## src/rtl/rom_serial_seq.sv

```systemverilog
// Serialises one of four fixed ROM words onto ser_o and reassembles the word from ser_i.
// Define PARITY_SERIAL_EN to append an even-parity bit and expose parity_err.
module rom_serial_seq #(
    parameter int MSB_FIRST = 1
) (
    input  logic       clk,
    input  logic       rst,
    input  logic       req,
    input  logic [1:0] sel,
    input  logic       ser_i,
    output logic       ser_o,
    output logic       busy,
    output logic       done,
    output logic [7:0] rx_data
`ifdef PARITY_SERIAL_EN
    ,
    output logic       parity_err
`endif
);

    localparam bit MSB = (MSB_FIRST != 0);
`ifdef PARITY_SERIAL_EN
    localparam logic [3:0] LAST = 4'd8;
`else
    localparam logic [3:0] LAST = 4'd7;
`endif
    localparam logic [3:0] TERM = LAST + 4'd1;

    typedef enum logic [1:0] {IDLE, LOAD, SHIFT, DONE} state_t;

    state_t     state_q;
    logic [1:0] sel_q;
    logic [7:0] tx_q, rx_q, rx_data_q;
    logic [3:0] cnt_q;
    logic       ser_q, busy_q, done_q;
`ifdef PARITY_SERIAL_EN
    logic       par_q, perr_q;
`endif

    logic [7:0] word_d, rx_d, tx_d;
    logic [3:0] cnt_d;

    function automatic logic [7:0] rom_word(input logic [1:0] idx);
        case (idx)
            2'd0:    return 8'h0F;
            2'd1:    return 8'hAA;
            2'd2:    return 8'hCC;
            default: return 8'hF0;
        endcase
    endfunction

    function automatic logic wire_bit(input logic [7:0] w);
        return MSB ? w[7] : w[0];
    endfunction

    // Receiver fills in the same order the transmitter empties.
    always_comb begin
        word_d = rom_word(sel_q);
        rx_d   = MSB ? {rx_q[6:0], ser_i} : {ser_i, rx_q[7:1]};
        tx_d   = MSB ? {tx_q[6:0], 1'b0}  : {1'b0, tx_q[7:1]};
        cnt_d  = (cnt_q == TERM) ? cnt_q : cnt_q + 4'd1;
    end

    always_ff @(posedge clk or posedge rst) begin
        if (rst) begin
            state_q   <= IDLE;
            sel_q     <= 2'd0;
            tx_q      <= 8'h00;
            rx_q      <= 8'h00;
            rx_data_q <= 8'h00;
            cnt_q     <= 4'd0;
            ser_q     <= 1'b0;
            busy_q    <= 1'b0;
            done_q    <= 1'b0;
`ifdef PARITY_SERIAL_EN
            par_q     <= 1'b0;
            perr_q    <= 1'b0;
`endif
        end else begin
            case (state_q)
                IDLE: begin
                    if (req) begin
                        sel_q   <= sel;
                        busy_q  <= 1'b1;
                        state_q <= LOAD;
                    end
                end
                LOAD: begin
                    tx_q    <= word_d;
                    rx_q    <= 8'h00;
                    cnt_q   <= 4'd0;
                    ser_q   <= wire_bit(word_d);
`ifdef PARITY_SERIAL_EN
                    par_q   <= ^word_d;
`endif
                    state_q <= SHIFT;
                end
                SHIFT: begin
                    cnt_q <= cnt_d;
                    if (cnt_q == LAST) begin
                        state_q <= DONE;
                        done_q  <= 1'b1;
                        ser_q   <= 1'b0;
`ifdef PARITY_SERIAL_EN
                        // ser_i now carries the parity bit; rx_q already holds the data.
                        rx_data_q <= rx_q;
                        perr_q    <= ser_i ^ (^rx_q);
`else
                        rx_q      <= rx_d;
                        rx_data_q <= rx_d;
`endif
                    end else begin
                        rx_q <= rx_d;
                        tx_q <= tx_d;
`ifdef PARITY_SERIAL_EN
                        ser_q <= (cnt_q == LAST - 4'd1) ? par_q : wire_bit(tx_d);
`else
                        ser_q <= wire_bit(tx_d);
`endif
                    end
                end
                DONE: begin
                    done_q  <= 1'b0;
                    busy_q  <= 1'b0;
                    state_q <= IDLE;
                end
                default: state_q <= IDLE;
            endcase
        end
    end

    assign ser_o   = ser_q;
    assign busy    = busy_q;
    assign done    = done_q;
    assign rx_data = rx_data_q;
`ifdef PARITY_SERIAL_EN
    assign parity_err = perr_q;
`endif

endmodule

```

## config.mk

```make
export PLATFORM = sky130hd
export DESIGN_NAME = rom_serial_seq
export DESIGN_NICKNAME = d
export VERILOG_FILES = /design/src/rtl/rom_serial_seq.sv
export SDC_FILE = /design/constraint.sdc
export NUM_CORES = 1
export LEC_CHECK = 0
export CORE_ASPECT_RATIO = 1.2
export CORE_MARGIN = 5
export CORE_UTILIZATION = 50
export DETAILED_ROUTE_END_ITERATION = 16
export GPL_TIMING_DRIVEN = 0
export PLACE_DENSITY = 0.74
export SYNTH_ARGS = -nofsm -noshare
export SYNTH_HDL_FRONTEND = slang
export SYNTH_SLANG_ARGS = --single-unit
```

## constraint.sdc

```tcl
create_clock -name clk -period 2.88 [get_ports clk]
set_input_delay 0.576 -clock clk [delete_from_list [all_inputs] [get_ports clk]]
set_output_delay 0.576 -clock clk [all_outputs]
set_load 0.02 [all_outputs]
```

# ---- Word-level counts from Yosys, hierarchy flattened
# Cells that the tools add are included.
dict set report word_totals {
  reg_bits 33
  inputBits 6
  output_inout_bits 11
  word_cells 48
}
dict set report op_classes {
  add_sub_neg 1
  n_eq_ne 11
  n_mux 15
  n_reduce_logical 12
}
# cell count
set op_table {}
lappend op_table {{one-hot mux 7 bit (2 select lines)} 2}
lappend op_table {{one-hot mux 8 bit (3 select lines)} 1}
lappend op_table {{AND reduction 2 bit} 7}
lappend op_table {{!= test 2 bit, second input constant} 4}
lappend op_table {{one-hot mux 2 bit (4 select lines)} 1}
lappend op_table {{one-hot mux 4 bit (2 select lines)} 1}
lappend op_table {{two-way mux 7 bit} 1}
lappend op_table {{== test 2 bit, second input constant} 3}
lappend op_table {{one-hot mux 1 bit (2 select lines)} 3}
lappend op_table {{nonzero test 2 bit} 3}
lappend op_table {{adder 4 x 1 -> 4 bit, second input constant} 1}
lappend op_table {{== test 2 x 1 -> 1 bit, second input constant} 2}
lappend op_table {{== test 4 x 3 -> 1 bit, second input constant} 1}
lappend op_table {{== test 4 bit, second input constant} 1}
lappend op_table {{zero test 2 bit} 2}
lappend op_table {{two-way mux 2 bit} 2}
lappend op_table {{two-way mux 4 bit} 1}
lappend op_table {{two-way mux 1 bit} 3}

# ---- Logic depth before layout (Yosys ltp)
dict set report depth {
  depth_word 3
  mapped_depth 7
  ltp_nobuf 5
}

# ---- Worst setup path before layout
# OpenSTA, ideal clock, no wires.
dict set report synth_path {
  path_type {flip-flop to flip-flop}
  startpoint {register state_q[0]}
  endpoint {register tx_q[0]}
  setup_ps 125
  t_arrival_ps 1438
  required_ps 2755
  path_slack_ps 1317
  path_stages_with_launch 8
  n_path_buf 2
  synth_period_minus_slack_ps 1563
  path_cell_list {dfrtp_1 -> inv_1 -> ha_1 -> buf_4 -> nand4b_2 -> and2_1 -> buf_6 -> mux2_4}
}
dict set report synth_between {
  elab_chain_cells 3
  elab_cells_between_ends 6
  classes_between {eq/ne: 3; mux: 1; reduce/logical: 2}
}
# item line_no
set synth_rtl {}
lappend synth_rtl {{from (decl)} 31} ;# state_t state_q;
lappend synth_rtl {{from (signal assigned)} 66} ;# state_q <= IDLE;
lappend synth_rtl {{from (signal assigned)} 85} ;# state_q <= LOAD;
lappend synth_rtl {{from (signal assigned)} 96} ;# state_q <= SHIFT;
lappend synth_rtl {{== test 2 bit or == test 2 x 1 -> 1 bit (tied branches)} 80} ;# case (state_q)
lappend synth_rtl {{!= test 2 bit (no source line) or nonzero test 2 bit (tied branches)} --}
lappend synth_rtl {{AND reduction 2 bit (no source line)} --}
lappend synth_rtl {{to (signal assigned)} 89} ;# tx_q <= word_d;
lappend synth_rtl {{to (signal assigned)} 114} ;# tx_q <= tx_d;
lappend synth_rtl {{to (decl)} 33} ;# logic [7:0] tx_q, rx_q, rx_data_q;
# Several ways; a longest one is shown, not always the timed one.
# A chain may end at the register's enable or synchronous reset.

# ---- Worst setup path after layout
dict set report layout_path {
  startpoint {register busy_q (netlist: busy)}
  endpoint {output port busy}
}
# item line_no
set layout_lines {}
lappend layout_lines {{from (decl)} 35} ;# logic ser_q, busy_q, done_q;
lappend layout_lines {{from (signal assigned)} 73} ;# busy_q <= 1'b0;
lappend layout_lines {{from (signal assigned)} 84} ;# busy_q <= 1'b1;
lappend layout_lines {{from (signal assigned)} 124} ;# busy_q <= 1'b0;
lappend layout_lines {{to (decl)} 12} ;# output logic busy,
# No word-level cell between the ends.

==> flow_summary.ini <==
[outcome]
run_status = finished, final reports clean

[synth]
synth-warning-count = 0
synth_cell_types = 30
synthesized_area_sq_mm = 0.001539
ys_seq_area_share_pct = 53.66
synth.ff_latch_count = 33
synth_area_per_cell_sq_um = 10.47
mappedNetlistNets = 160
netlist_instances = 147

[global_routing]
grt_first_pass_wirelength_mm = 5.250
grt_pass1_vias = 1152
globalRouteOverflowTotal = 0
global_routing_usage_summed_across_all_routing_layers_pct = 16.40
largest_net_degree_at_the_start_of_global_routing = 34
grt_antenna_before_repair = 0

[detailed_routing]
drc = 0
dr.pass1.iters = 4
postRouteAntennaNets = 0
num_vias = 1125
drt_wl_total_mm = 3.100
drt-initial-drc-count = 25
wl_per_cell_microns = 14.90
vias_per_cell = 5.409

[clocking]
insertion_delay_ns = 0.34
clock-root-buffer = clkbuf_4
cts_post_setup_buffers_inserted = 0
cts_tree = done
clock_sinks = 33
cts_hold_buffers = 0
cts_max_level = 2
total_of_cells_resized_after_clock_tree_synthesis = 0
clock_tree.buffer_depth = 2
clk_transition_reported_paths_ns = 0.11
cts_inserted_buffers = 5

[sta]
skew_ns = 0.007987
period_share_pct = 67.19
worst_slack_ns = 0.9448
report.final.hold_viol_count = 0
finalSetupTns_ns = 0
timing.fmax_ghz = 0.5168
worst_pin_slew_ns = 0.4372
timing.final.max_slew_violations = 0
unrepaired_setup_endpoints_after_global_routing = no
timing.final.setup_violations = 0
period_minus_slack_ns = 1.935
max_slew_margin_vs_limit_pct = 70.67

[cells_and_area]
fillerInstances = 264
area_growth_syn_to_fin_pct = 19.68
final_layout_size_suffix_gt1_share_pct = 12.21
final_cells = 208
nNetsFinal = 184
antenna-diode-count = 0

[floorplan]
design.core.area_sq_mm = 0.003000
placementRows = 22
initial_core_util_pct = 51.29
design.portCount = 17
die_w_microns = 60.65
die_height_microns = 70.78
die-area_sq_mm = 0.004292

[pwr]
power.density_cell_area_mw_per_mm2 = 992.1
post-layout-total-power_uw = 1827
peak_supply_drop_v = 0.0006771
power.leakage_uw = 0.0008630

[placement]
place.detailed.instances = 199
placement.setup.worst_slack_ns = 0.8082
placement.io_buffers = 16
place_hpwl_mm = 2.186
gp_congestion = 0.8159

[setup_path]
worstSetupStartpointType = flop
timing_worst_setup_path_type = reg2out
crit_path_end_kind = primary output
critPathRequiredTime_ns = 2.30
worst_ep_arrival_time_ns = 1.36
crit_chain = clkdlybuf4s50_1
critical_path.slowest_cell = clkdlybuf4s50_1
crit_fanout = 3
cp_peak_stage_delay_ns = 0.63
critPathBufInv = 1
timing.critical_path.max_delay_family = buffers and inverters

[hold_path]
worstHoldPathType = in2async

[run]
cap_viol_max_count = 0
==> report_power, final <==
part           switching (uW)  leakage (uW)  total, uW  internal, uW
sequential               90.8      0.000410        684           593
clock                     159     0.0000413        300           141
combinational             451      0.000412        843           392
total                     701      0.000863       1830          1130
==> Yosys cell counts <==
cell type / instances / share of area, %
nand3_1: 7 / 2.3
nand4b_1: 1 / 0.57
o221ai_1: 1 / 0.57
o21a_1: 1 / 0.49
buf_2: 2 / 0.65
nor2_1: 3 / 0.73
nor2b_1: 4 / 1.6
a22oi_1: 2 / 0.98
a22o_1: 1 / 0.57
o21ai_0: 17 / 5.5
a2bb2oi_1: 1 / 0.57
ha_1: 7 / 5.7
nand3b_1: 2 / 0.98
clkbuf_1: 4 / 0.98
nand4b_2: 1 / 0.98
mux2i_1: 3 / 2.0
a21oi_1: 14 / 4.6
mux2_2: 4 / 2.9
and2_1: 1 / 0.41
mux2_4: 3 / 2.9
inv_1: 16 / 3.9
nor3_1: 1 / 0.32
buf_6: 1 / 0.73
o2bb2ai_1: 1 / 0.57
nand2_1: 11 / 2.7
and3_1: 1 / 0.41
nand2b_1: 2 / 0.81
a21o_1: 1 / 0.49
buf_4: 1 / 0.49
dfrtp_1: 33 / 54
==> routing by layer <==
metal	routed length [microns]	vias up	global-route usage, %
met2	1603	28	26.16
met5	0	-	0
met4	72	0	8.193
met1	1298	550	19.29
li1	-	541	-
met3	125	6	5.474
==> cells by family after synthesis <==
group	synth area share, %
and+or+nand+nor	11.79
buffers and inverters	6.748
adders and majority gates	5.691
AOI/OAI and AO/OA	14.31
muxes	7.805
DFF	53.66
==> worst paths after layout <==
path | start | to | slack [ns] | cells past startpoint
setup reg to reg | state_q[0] | tx_q[2] | 1.18 | 7
min in group clk | rx_data[7] | rx_data[7] | 0.49 | 2
max in group asynchronous | rst | rx_q[5] | 1.98 | 3
setup / recovery | busy | busy | 0.94 | 1
hold / removal | rst | cnt_q[2] | 0.48 | 2
hold reg to reg | rx_data[7] | rx_data[7] | 0.49 | 2
==> cell usage in the layout (no fill, tap or decap), types with 2 or more instances in the layout <==
master / instances
a21oi_1: 14
a22oi_1: 2
buf_2: 2
clkbuf_1: 4
clkbuf_4: 5
clkbuf_8: 2
clkdlybuf4s50_1: 16
dfrtp_1: 33
ha_1: 7
inv_1: 15
mux2_2: 4
mux2_4: 3
mux2i_1: 3
nand2_1: 11
nand2b_1: 2
nand3_1: 7
nand3b_1: 2
nor2_1: 3
nor2b_1: 4
o21ai_0: 17
==> per-stage QoR <==
stage | area, sq um | hold slack (ns) | utilization (%)
after floorplan | 1539 | 0.4688 | -
after global placement | 1744 | 0.4632 | 58.13
after detailed placement | 1744 | 0.4710 | 58.13
after CTS | 1814 | 0.4948 | 60.47
after global routing | 1842 | 0.4929 | 61.38
final | 1842 | 0.4779 | 61.38
==> flip-flops by register name, indices dropped and copies added, names as in the netlist <==
signal / count
busy: 1
cnt_q: 4
done: 1
rx_data: 8
rx_q: 7
sel_q: 2
ser_o: 1
state_q: 2
tx_q: 7
==> layout make-up <==
cell class | count | area (sq um) | share of cell area (%)
timing repair buffer | 17 | 187.7 | 10.19
multi-input combinational | 90 | 609.3 | 33.08
inverter | 16 | 60.06 | 3.261
buffer | 8 | 43.79 | 2.378
clock buffer | 7 | 65.06 | 3.533
tap | 36 | 45.04 | 2.446
sequential | 33 | 825.8 | 44.84
clock inverter | 1 | 5.005 | 0.2717
Power figures use the tool's default switching activity.
